[config.mk]
export PLATFORM = sky130hd
export DESIGN_NAME = dart_thrower
export DESIGN_NICKNAME = d
export VERILOG_FILES = /design/src/rtl/dart_thrower.sv
export SDC_FILE = /design/constraint.sdc
export NUM_CORES = 1
export LEC_CHECK = 0
export CAP_MARGIN = 20
export CORE_MARGIN = 2
export CORE_UTILIZATION = 56
export DETAILED_ROUTE_END_ITERATION = 16
export PLACE_DENSITY = 0.79
export SYNTH_ARGS = -nofsm -noshare
export SYNTH_HDL_FRONTEND = slang
export SYNTH_SLANG_ARGS = --single-unit
[constraint.sdc]
create_clock -name clk -period 2.65 [get_ports clk]
set_input_delay 0.53 -clock clk [delete_from_list [all_inputs] [get_ports clk]]
set_output_delay 0.53 -clock clk [all_outputs]
set_load 0.05 [all_outputs]
[src/rtl/dart_thrower.sv]
// Dart thrower: queues host coordinate pairs (or LFSR throws in auto mode), strobes each dart
// to the scoring machine and waits for the scorer to finish, with a timeout guard.
module dart_thrower #(
  parameter int unsigned DEPTH     = 4,
  parameter int unsigned TIMEOUT   = 16,
  parameter logic [7:0]  LFSR_SEED = 8'hA5
) (
  input  logic       clk,
  input  logic       reset,
  input  logic       start_i,
  input  logic       auto_mode_i,
  input  logic       throw_valid_i,
  input  logic [7:0] throw_x_i,
  input  logic [7:0] throw_y_i,
  output logic       throw_ready_o,
  output logic       dart_come_o,
  output logic [7:0] dart_position_x_o,
  output logic [7:0] dart_position_y_o,
  input  logic       player_1_done_i,
  input  logic       player_2_done_i,
  input  logic       game_set_i,
  output logic       busy_o,
  output logic       timeout_o,
  output logic [7:0] throw_count_o,
  output logic [2:0] fifo_count_o
);

  localparam int unsigned PtrW = (DEPTH > 1) ? $clog2(DEPTH) : 1;

  typedef enum logic [2:0] {
    StIdle, StArm, StFire, StWaitDone, StGap, StStop, StError
  } state_e;

  state_e          state_q;
  logic [7:0]      mem_x_q [DEPTH];
  logic [7:0]      mem_y_q [DEPTH];
  logic [PtrW-1:0] wr_ptr_q, rd_ptr_q;
  logic [2:0]      count_q;
  logic [7:0]      lfsr_q;
  logic [7:0]      lfsr_next;
  logic [15:0]     timer_q;
  logic            dart_come_q, timeout_q;
  logic [7:0]      pos_x_q, pos_y_q, throw_count_q;
  logic            push, pop;

  function automatic logic [7:0] sat30(input logic [7:0] v);
    return (v > 8'd30) ? 8'd30 : v;
  endfunction

  // 31 is off the board, fold it back to the centre line.
  function automatic logic [7:0] map31(input logic [4:0] v);
    return (v == 5'd31) ? 8'd15 : {3'b000, v};
  endfunction

  function automatic logic [PtrW-1:0] ptr_inc(input logic [PtrW-1:0] p);
    return (p == PtrW'(DEPTH - 1)) ? '0 : p + 1'b1;
  endfunction

  // XNOR form of x^8+x^6+x^5+x^4+1 so that the all-zero state is reachable from reset.
  assign lfsr_next = {lfsr_q[6:0], ~(lfsr_q[7] ^ lfsr_q[5] ^ lfsr_q[4] ^ lfsr_q[3])};

  assign throw_ready_o = (count_q < 3'(DEPTH));
  assign push          = throw_valid_i && throw_ready_o;
  // Pop decision uses registered occupancy only; a same-cycle push is not bypassed.
  assign pop           = (state_q == StArm) && (count_q != 3'd0);

  always_ff @(posedge clk) begin
    if (!reset) begin
      wr_ptr_q <= '0;
      rd_ptr_q <= '0;
      count_q  <= 3'd0;
    end else begin
      if (push) begin
        mem_x_q[wr_ptr_q] <= sat30(throw_x_i);
        mem_y_q[wr_ptr_q] <= sat30(throw_y_i);
        wr_ptr_q          <= ptr_inc(wr_ptr_q);
      end
      if (pop) rd_ptr_q <= ptr_inc(rd_ptr_q);
      case ({push, pop})
        2'b10:   count_q <= count_q + 3'd1;
        2'b01:   count_q <= count_q - 3'd1;
        default: count_q <= count_q;
      endcase
    end
  end

  always_ff @(posedge clk) begin
    if (!reset) begin
      state_q       <= StIdle;
      lfsr_q        <= LFSR_SEED;
      timer_q       <= 16'd0;
      dart_come_q   <= 1'b0;
      timeout_q     <= 1'b0;
      pos_x_q       <= 8'd0;
      pos_y_q       <= 8'd0;
      throw_count_q <= 8'd0;
    end else begin
      dart_come_q <= 1'b0;
      case (state_q)
        StIdle: if (start_i) state_q <= StArm;
        StArm: begin
          if (count_q != 3'd0) begin
            pos_x_q     <= mem_x_q[rd_ptr_q];
            pos_y_q     <= mem_y_q[rd_ptr_q];
            dart_come_q <= 1'b1;
            state_q     <= StFire;
          end else if (auto_mode_i) begin
            pos_x_q     <= map31(lfsr_q[4:0]);
            pos_y_q     <= map31(lfsr_q[7:3]);
            lfsr_q      <= lfsr_next;
            dart_come_q <= 1'b1;
            state_q     <= StFire;
          end
        end
        StFire: begin
          timer_q <= 16'd0;
          state_q <= StWaitDone;
        end
        StWaitDone: begin
          timer_q <= timer_q + 16'd1;
          if (player_1_done_i || player_2_done_i) begin
            throw_count_q <= throw_count_q + 8'd1;
            state_q       <= game_set_i ? StStop : StGap;
          end else if (game_set_i) begin
            state_q <= StStop;
          end else if (timer_q == 16'(TIMEOUT - 1)) begin
            timeout_q <= 1'b1;
            state_q   <= StError;
          end
        end
        StGap:   state_q <= StArm;
        default: state_q <= state_q;
      endcase
    end
  end

  assign busy_o            = (state_q == StArm) || (state_q == StFire) ||
                             (state_q == StWaitDone) || (state_q == StGap);
  assign dart_come_o       = dart_come_q;
  assign dart_position_x_o = pos_x_q;
  assign dart_position_y_o = pos_y_q;
  assign timeout_o         = timeout_q;
  assign throw_count_o     = throw_count_q;
  assign fifo_count_o      = count_q;

endmodule
; Yosys cells after proc, flatten, opt, wreduce, memory -nomap -nowiden
; Memories as Yosys holds them, arrays and structs flattened. A register that Yosys moved wholly into a read port is not among the register bits.
; Cells that the tools add are included.
[op_classes]
n_addsub = 6
n_lt_le_gt_ge = 3
eq_ne = 14
n_mux = 29
bitwise_logic = 7
reduce_logical = 18
[ops]
columns = op, n
row1 = $mux 8, 6
row2 = $pmux 16 s2, 1
row3 = $mux 3, 6
row4 = $add 16x1->16 const B, 1
row5 = $eq 16x4->1 const B, 1
row6 = $gt 8x5->1 const B, 2
row7 = $pmux 3 s5, 1
row8 = $mux 2, 6
row9 = $eq 5x5->1 const B, 2
row10 = $mux 5, 2
row11 = $add 8x1->8 const B, 1
row12 = $reduce_and 4->1, 2
row13 = $eq 2x2->1 const B, 3
row14 = $eq 3x2->1 const B, 2
row15 = $mux 1, 6
row16 = $pmux 3 s2, 1
row17 = $reduce_and 2->1, 3
row18 = $reduce_bool 2->1, 3
row19 = $reduce_bool 5->1, 1
row20 = $add 2x1->2 const B, 2
row21 = $logic_or 1x1->1, 4
row22 = $ne 4x4->1 const B, 1
row23 = $not 1->1, 4
row24 = $add 3x1->3 const B, 1
row25 = other kinds (12), 15
[word_totals]
register_bits = 60
ramBits = 64
out_inout_bits = 31
wordCells = 90
memories = 2
[mem_list]
columns = name, depth, width, rd, rd_ports_with_merged_regs, write_ports, line
row1 = mem_x_q, 4, 8, 1, 1, 1, 35  ; logic [7:0] mem_x_q [DEPTH];
row2 = mem_y_q, 4, 8, 1, 1, 1, 36  ; logic [7:0] mem_y_q [DEPTH];

; Depth between registers and ports, before layout
; Gate-level depths: netlist of run 1.
[depth]
word_depth = 5
ltp_mapped = 8
mapped_depth_nobuf = 8

; Worst setup path after synthesis of run 1
; Ideal clock, no wire load.
[synth_timing]
path_type = register -> register
startpoint = reg count_q[2], in the netlist fifo_count_o[2]
endpoint = reg count_q[2], in the netlist fifo_count_o[2]
arrival_time_ns = 2.428
setup_slack_ns = 0.146
path_stages_with_launch = 9
path_buffers = 0
synth_period_minus_slack_ns = 2.504
cell_sequence = dfxtp_1 nor3_1 nor2_2 ha_1 inv_1 fa_1 xor2_1 or3_1 a21boi_0
[synth_between]
elab_chain_len = 4
word_cells_on_any_way = 10
[synth_rtl]
columns = item, line
row1 = from (decl), 38  ; logic [2:0] count_q;
row2 = from (signal assigned), 80  ; 2'b10: count_q <= count_q + 3'd1;
row3 = from (signal assigned), 81  ; 2'b01: count_q <= count_q - 3'd1;
row4 = from (signal assigned), 82  ; default: count_q <= count_q;
row5 = $lt 3x3->1 / $reduce_bool 3->1 (equally long branches), "62, 65"
row6 = $logic_and 1x1->1 (on tied branches), "63, 65"
row7 = $eq 2x1->1 / $eq 2x2->1 (equally long branches), 79  ; case ({push, pop})
row8 = $pmux 3 s2 / $reduce_bool 2->1 (equally long branches), n/a
; Parallel ways exist; a longest one is shown, timed or not.
; A chain may end at the register's enable or synchronous reset.

; Final worst setup path of run 1
[layout_timing]
startpoint = reg state_q[0]
endpoint = out busy_o
[layout_between]
elab_chain_len = 4
word_cells_on_any_way = 7
[layout_rtl]
columns = item, line
row1 = from (decl), 34  ; state_e state_q;
row2 = from (signal assigned), 89  ; state_q <= StIdle;
row3 = from (signal assigned), 100  ; StIdle: if (start_i) state_q <= StArm;
row4 = from (signal assigned), 106  ; state_q <= StFire;
row5 = $eq 3x1->1 / $eq 3x2->1 (equally long branches), 137  ; assign busy_o = (state_q == StArm) || (state_q == StFire) ||
row6 = $logic_or 1x1->1 (2 in series), 137
row7 = $logic_or 1x1->1 (*), 138  ; (state_q == StWaitDone) || (state_q == StGap);
row8 = to (decl), 22  ; output logic busy_o,
; Mark *: on every way between the ends. The rest lies on a longest branch, timed or not.

==> results.cfg, run 1 <==
[timing]
worst_pin_slew_ns = 0.905
fin_tns_setup_ns = 0
finalCritPeriodShare_pct = 90.1
relSlewSlack_pct = 39.3
finClkSkew_ns = 0.0112
grt_setup_unrepaired = no
fmax_mhz = 419
slew_viol_final = 0
min_period_ns = 2.39
finalSetupViolations = 0
hold_violations = 0
setup_ws_ns = 0.263

[setup_path]
cp-start-kind = register
r2r-start = state_q[2]
slowest_delay_ns = 0.55
cp_slowest_cell = dlygate4sd2_1
reg2reg_depth = 8
reg2reg_to = fifo_count_o[2]
crit_fanout = 13
required_ns = 2.12
rrSetupSlack_ns = 0.34
arrival_ns = 1.86
endpoint_kind = primary output
path_cells = buf_4 > nor2_1 > xnor2_1 > dlygate4sd2_1
startpoint = state_q[0]
critical_path_class = register to primary output

[cts]
cts_max_level = 4
cts_tree = built
cts-root-buf = clkbuf_8
clockBufferDepth = 2
clk_pin_slew_ns = 0.06
cts_hold_buf = 0
cts_buffers = 17
cts.sinks = 126
post_cts_buffers = 0
clk_latency_ns = 0.51

[place]
gp_congestion = 0.771
pre_cts_ws_ns = 0.126
dp.final_hpwl_um = 6860
place_area_um2 = 6150
portBuffers = 54
dp.cells = 631

[drt]
route.detailed.drc = 0
firstDrtPassIters = 4
wl_per_cell_um = 15.7
first_iter_violations = 168
num_vias = 3596
routed_wl_um = 10400
vias_per_cell = 5.42
met2_length_um = 5300
drtAntennaViolNets = 0
wl_met3_um = 511
met1Wirelength_um = 4480
top_layer_used = met4

[global_route]
grt_overflow = 0
antenna_found_initial = 0
grt_pass1_vias = 3655
grt_start_max_net_pins = 21
grt_pass1_wl_um = 17600
grt_usage_pct = 22.6

[pwr]
p_sw_share_pct = 34.1
ir_drop_mv = 0.855
intPower_mw = 4.22
p_per_area_nw_per_um2 = 956
p_sw_mw = 2.18
clkPwrFrac_pct = 33.7
comb_power_share_pct = 28.7
p_leak_nw = 2.38
seqPwrFrac_pct = 37.6

[floorplan]
rows = 35
pin_count = 55
core_area_um2 = 9240
die-area_um2 = 10300
dieWidth_um = 102
initial_core_util_pct = 57.6
die_y_um = 102

[synth]
synth_area_um2 = 5330
async_reset_ff_share_pct = 0
yosysTopAreaCellShare_pct = 36.1
synth.distinct_cells = 51
seq_area_frac_synth_pct = 59.4
synth-main-ff-cell = edfxtp_1
syn_inst = 428
avgSynthCellArea_um2 = 12.4
synth.yosys.warnings = 0
ys_seq_elements = 126
synth.largest_area_cell = edfxtp_1
synthTopCellsByArea = edfxtp_1 36%, dfxtp_1 23%, mux4_2 6.8%
synth_edf_count = 64

[cells_and_area]
fin_util_pct = 72.5
finalNonFillerCells = 663
fin_area_um2 = 6700
fin_nets = 554
syn_to_final_growth_pct = 25.8
fillCellCount = 647
diodes = 0
final_layout_size_suffix_gt1_share_pct = 13.3

[run_status]
status = finished clean

[min_path]
holdPathStages = 1
holdCritStartpoint = timeout_o
min_to = timeout_o
hold_class = register to register

[run]
maxCapViolCount = 0
[sequential cells by signal, summed over array words and instances (netlist names), named ones only]
name,cells
mem_x_q,32
mem_y_q,32
timer_q,16
dart_position_x_o,8
dart_position_y_o,8
lfsr_q,8
throw_count_o,8
fifo_count_o,3
state_q,3
rd_ptr_q,2
wr_ptr_q,2
dart_come_o,1
timeout_o,1
[synthesized netlist by cell type, types with 7 or more instances]
cell and count:
ha_1 8, nor2b_1 15, xnor2_1 12, edfxtp_1 64, a22oi_1 8, inv_1 11
a21oi_1 15, o21ai_0 24, clkbuf_1 11, dfxtp_1 62, mux2i_1 11, xor2_1 7
nor2_1 19, nand2_1 28, and2_1 7, and3_1 9, nand2b_1 15, mux4_2 16
[what timing repair did]
action                                  4_1_cts  5_1_grt
resized for setup                             1        0
hold endpoints to repair                      0        0
endpoints found under the setup margin        1        0
[cell type report]
type | count | area (um^2) | area share [%]
sequential | 126 | 3160 | 47.2
multi-input combinational | 295 | 2130 | 31.7
timing repair buffer | 70 | 659 | 9.84
clock buffer | 18 | 418 | 6.23
tap | 129 | 161 | 2.41
clock inverter | 14 | 134 | 2.00
inverter | 11 | 41.3 | 0.616
[metrics by stage]
stage | power, mW | hold WS (ns)
2_1_floorplan | 3.74 | 0.452
3_3_place_gp | 4.26 | 0.449
3_5_place_dp | 4.30 | 0.455
4_1_cts | 6.45 | 0.469
5_1_grt | 6.72 | 0.496
6_report | 6.41 | 0.466
[critical path, delay by kind of cell (launching register included)]
kind          cells  cell delay [ns]
buf+inv           2             0.72
flops             1             0.30
simple gates      1             0.17
xor+xnor          1             0.15
[routing by layer]
metal	vias up	track usage, %
met5	-	0
met1	1748	27.6
met2	90	38.6
met3	11	6.76
li1	1747	-
met4	0	7.48
[logic make-up (layout without fill, tap and decap cells)]
group                      Yosys count  count (layout)  share of synthesized area, %
AOI/OAI and AO/OA                   70              70                          8.20
muxes                               27              27                          8.83
DFF                                126             126                          59.4
other                                1              24                        0.0704
and+or+nand+nor                    146             146                          15.8
buffers and inverters               30             113                          2.33
adders and majority gates            9               9                          2.26
xor gates and xnor gates            19              19                          3.12
[worst max-delay path by stage]
stage	end	slack, ns
5_1_grt	busy_o	0.13
3_3_place_gp	fifo_count_o[2]	0.26
6_report	busy_o	0.26
4_1_cts	busy_o	0.23
2_1_floorplan	fifo_count_o[2]	0.15
3_5_place_dp	fifo_count_o[2]	0.13
[layout by cell type (no fill, tap or decap), types with 3 or more instances in the layout]
| cell type | count |
|---|---|
| nand2b_1 | 15 |
| and4_1 | 3 |
| nor3b_1 | 3 |
| nand4_1 | 6 |
| or3_1 | 5 |
| and2_1 | 7 |
| nor3_1 | 6 |
| ha_1 | 8 |
| nor2_1 | 19 |
| a21oi_1 | 15 |
| buf_4 | 16 |
| a22oi_1 | 8 |
| nand2_1 | 28 |
| o211ai_1 | 4 |
| xnor2_1 | 12 |
| nor2b_1 | 15 |
| nor4_1 | 6 |
| inv_6 | 7 |
| dfxtp_1 | 62 |
| nand3_1 | 6 |
| a21boi_0 | 6 |
| inv_1 | 11 |
| clkbuf_16 | 16 |
| mux4_2 | 16 |
| o21ai_0 | 24 |
| xor2_1 | 7 |
| edfxtp_1 | 64 |
| mux2i_1 | 11 |
| and3_1 | 9 |
| clkdlybuf4s50_1 | 53 |
| conb_1 | 24 |
| o31ai_1 | 3 |
| nand3b_1 | 6 |
[power groups by stage]
stage          Clock, mW  Combinational, mW  Sequential (mW)
2_1_floorplan          0              0.970             2.77
3_3_place_gp           0               1.82             2.44
3_5_place_dp           0               1.86             2.45
4_1_cts             2.18               1.86             2.41
5_1_grt             2.28               2.01             2.44
6_report            2.16               1.84             2.41
(Power assumes the default switching activity.)
==> run 2, diff against run 1 <==
--- a/config.mk
+++ b/config.mk
@@ -10,6 +10,7 @@
 export CORE_UTILIZATION = 56
 export DETAILED_ROUTE_END_ITERATION = 16
 export PLACE_DENSITY = 0.79
+export SLEW_MARGIN = 20
 export SYNTH_ARGS = -nofsm -noshare
 export SYNTH_HDL_FRONTEND = slang
 export SYNTH_SLANG_ARGS = --single-unit
==> results of run 2 <==
The final DEF is identical to that of run 1; final timing and power are the same.
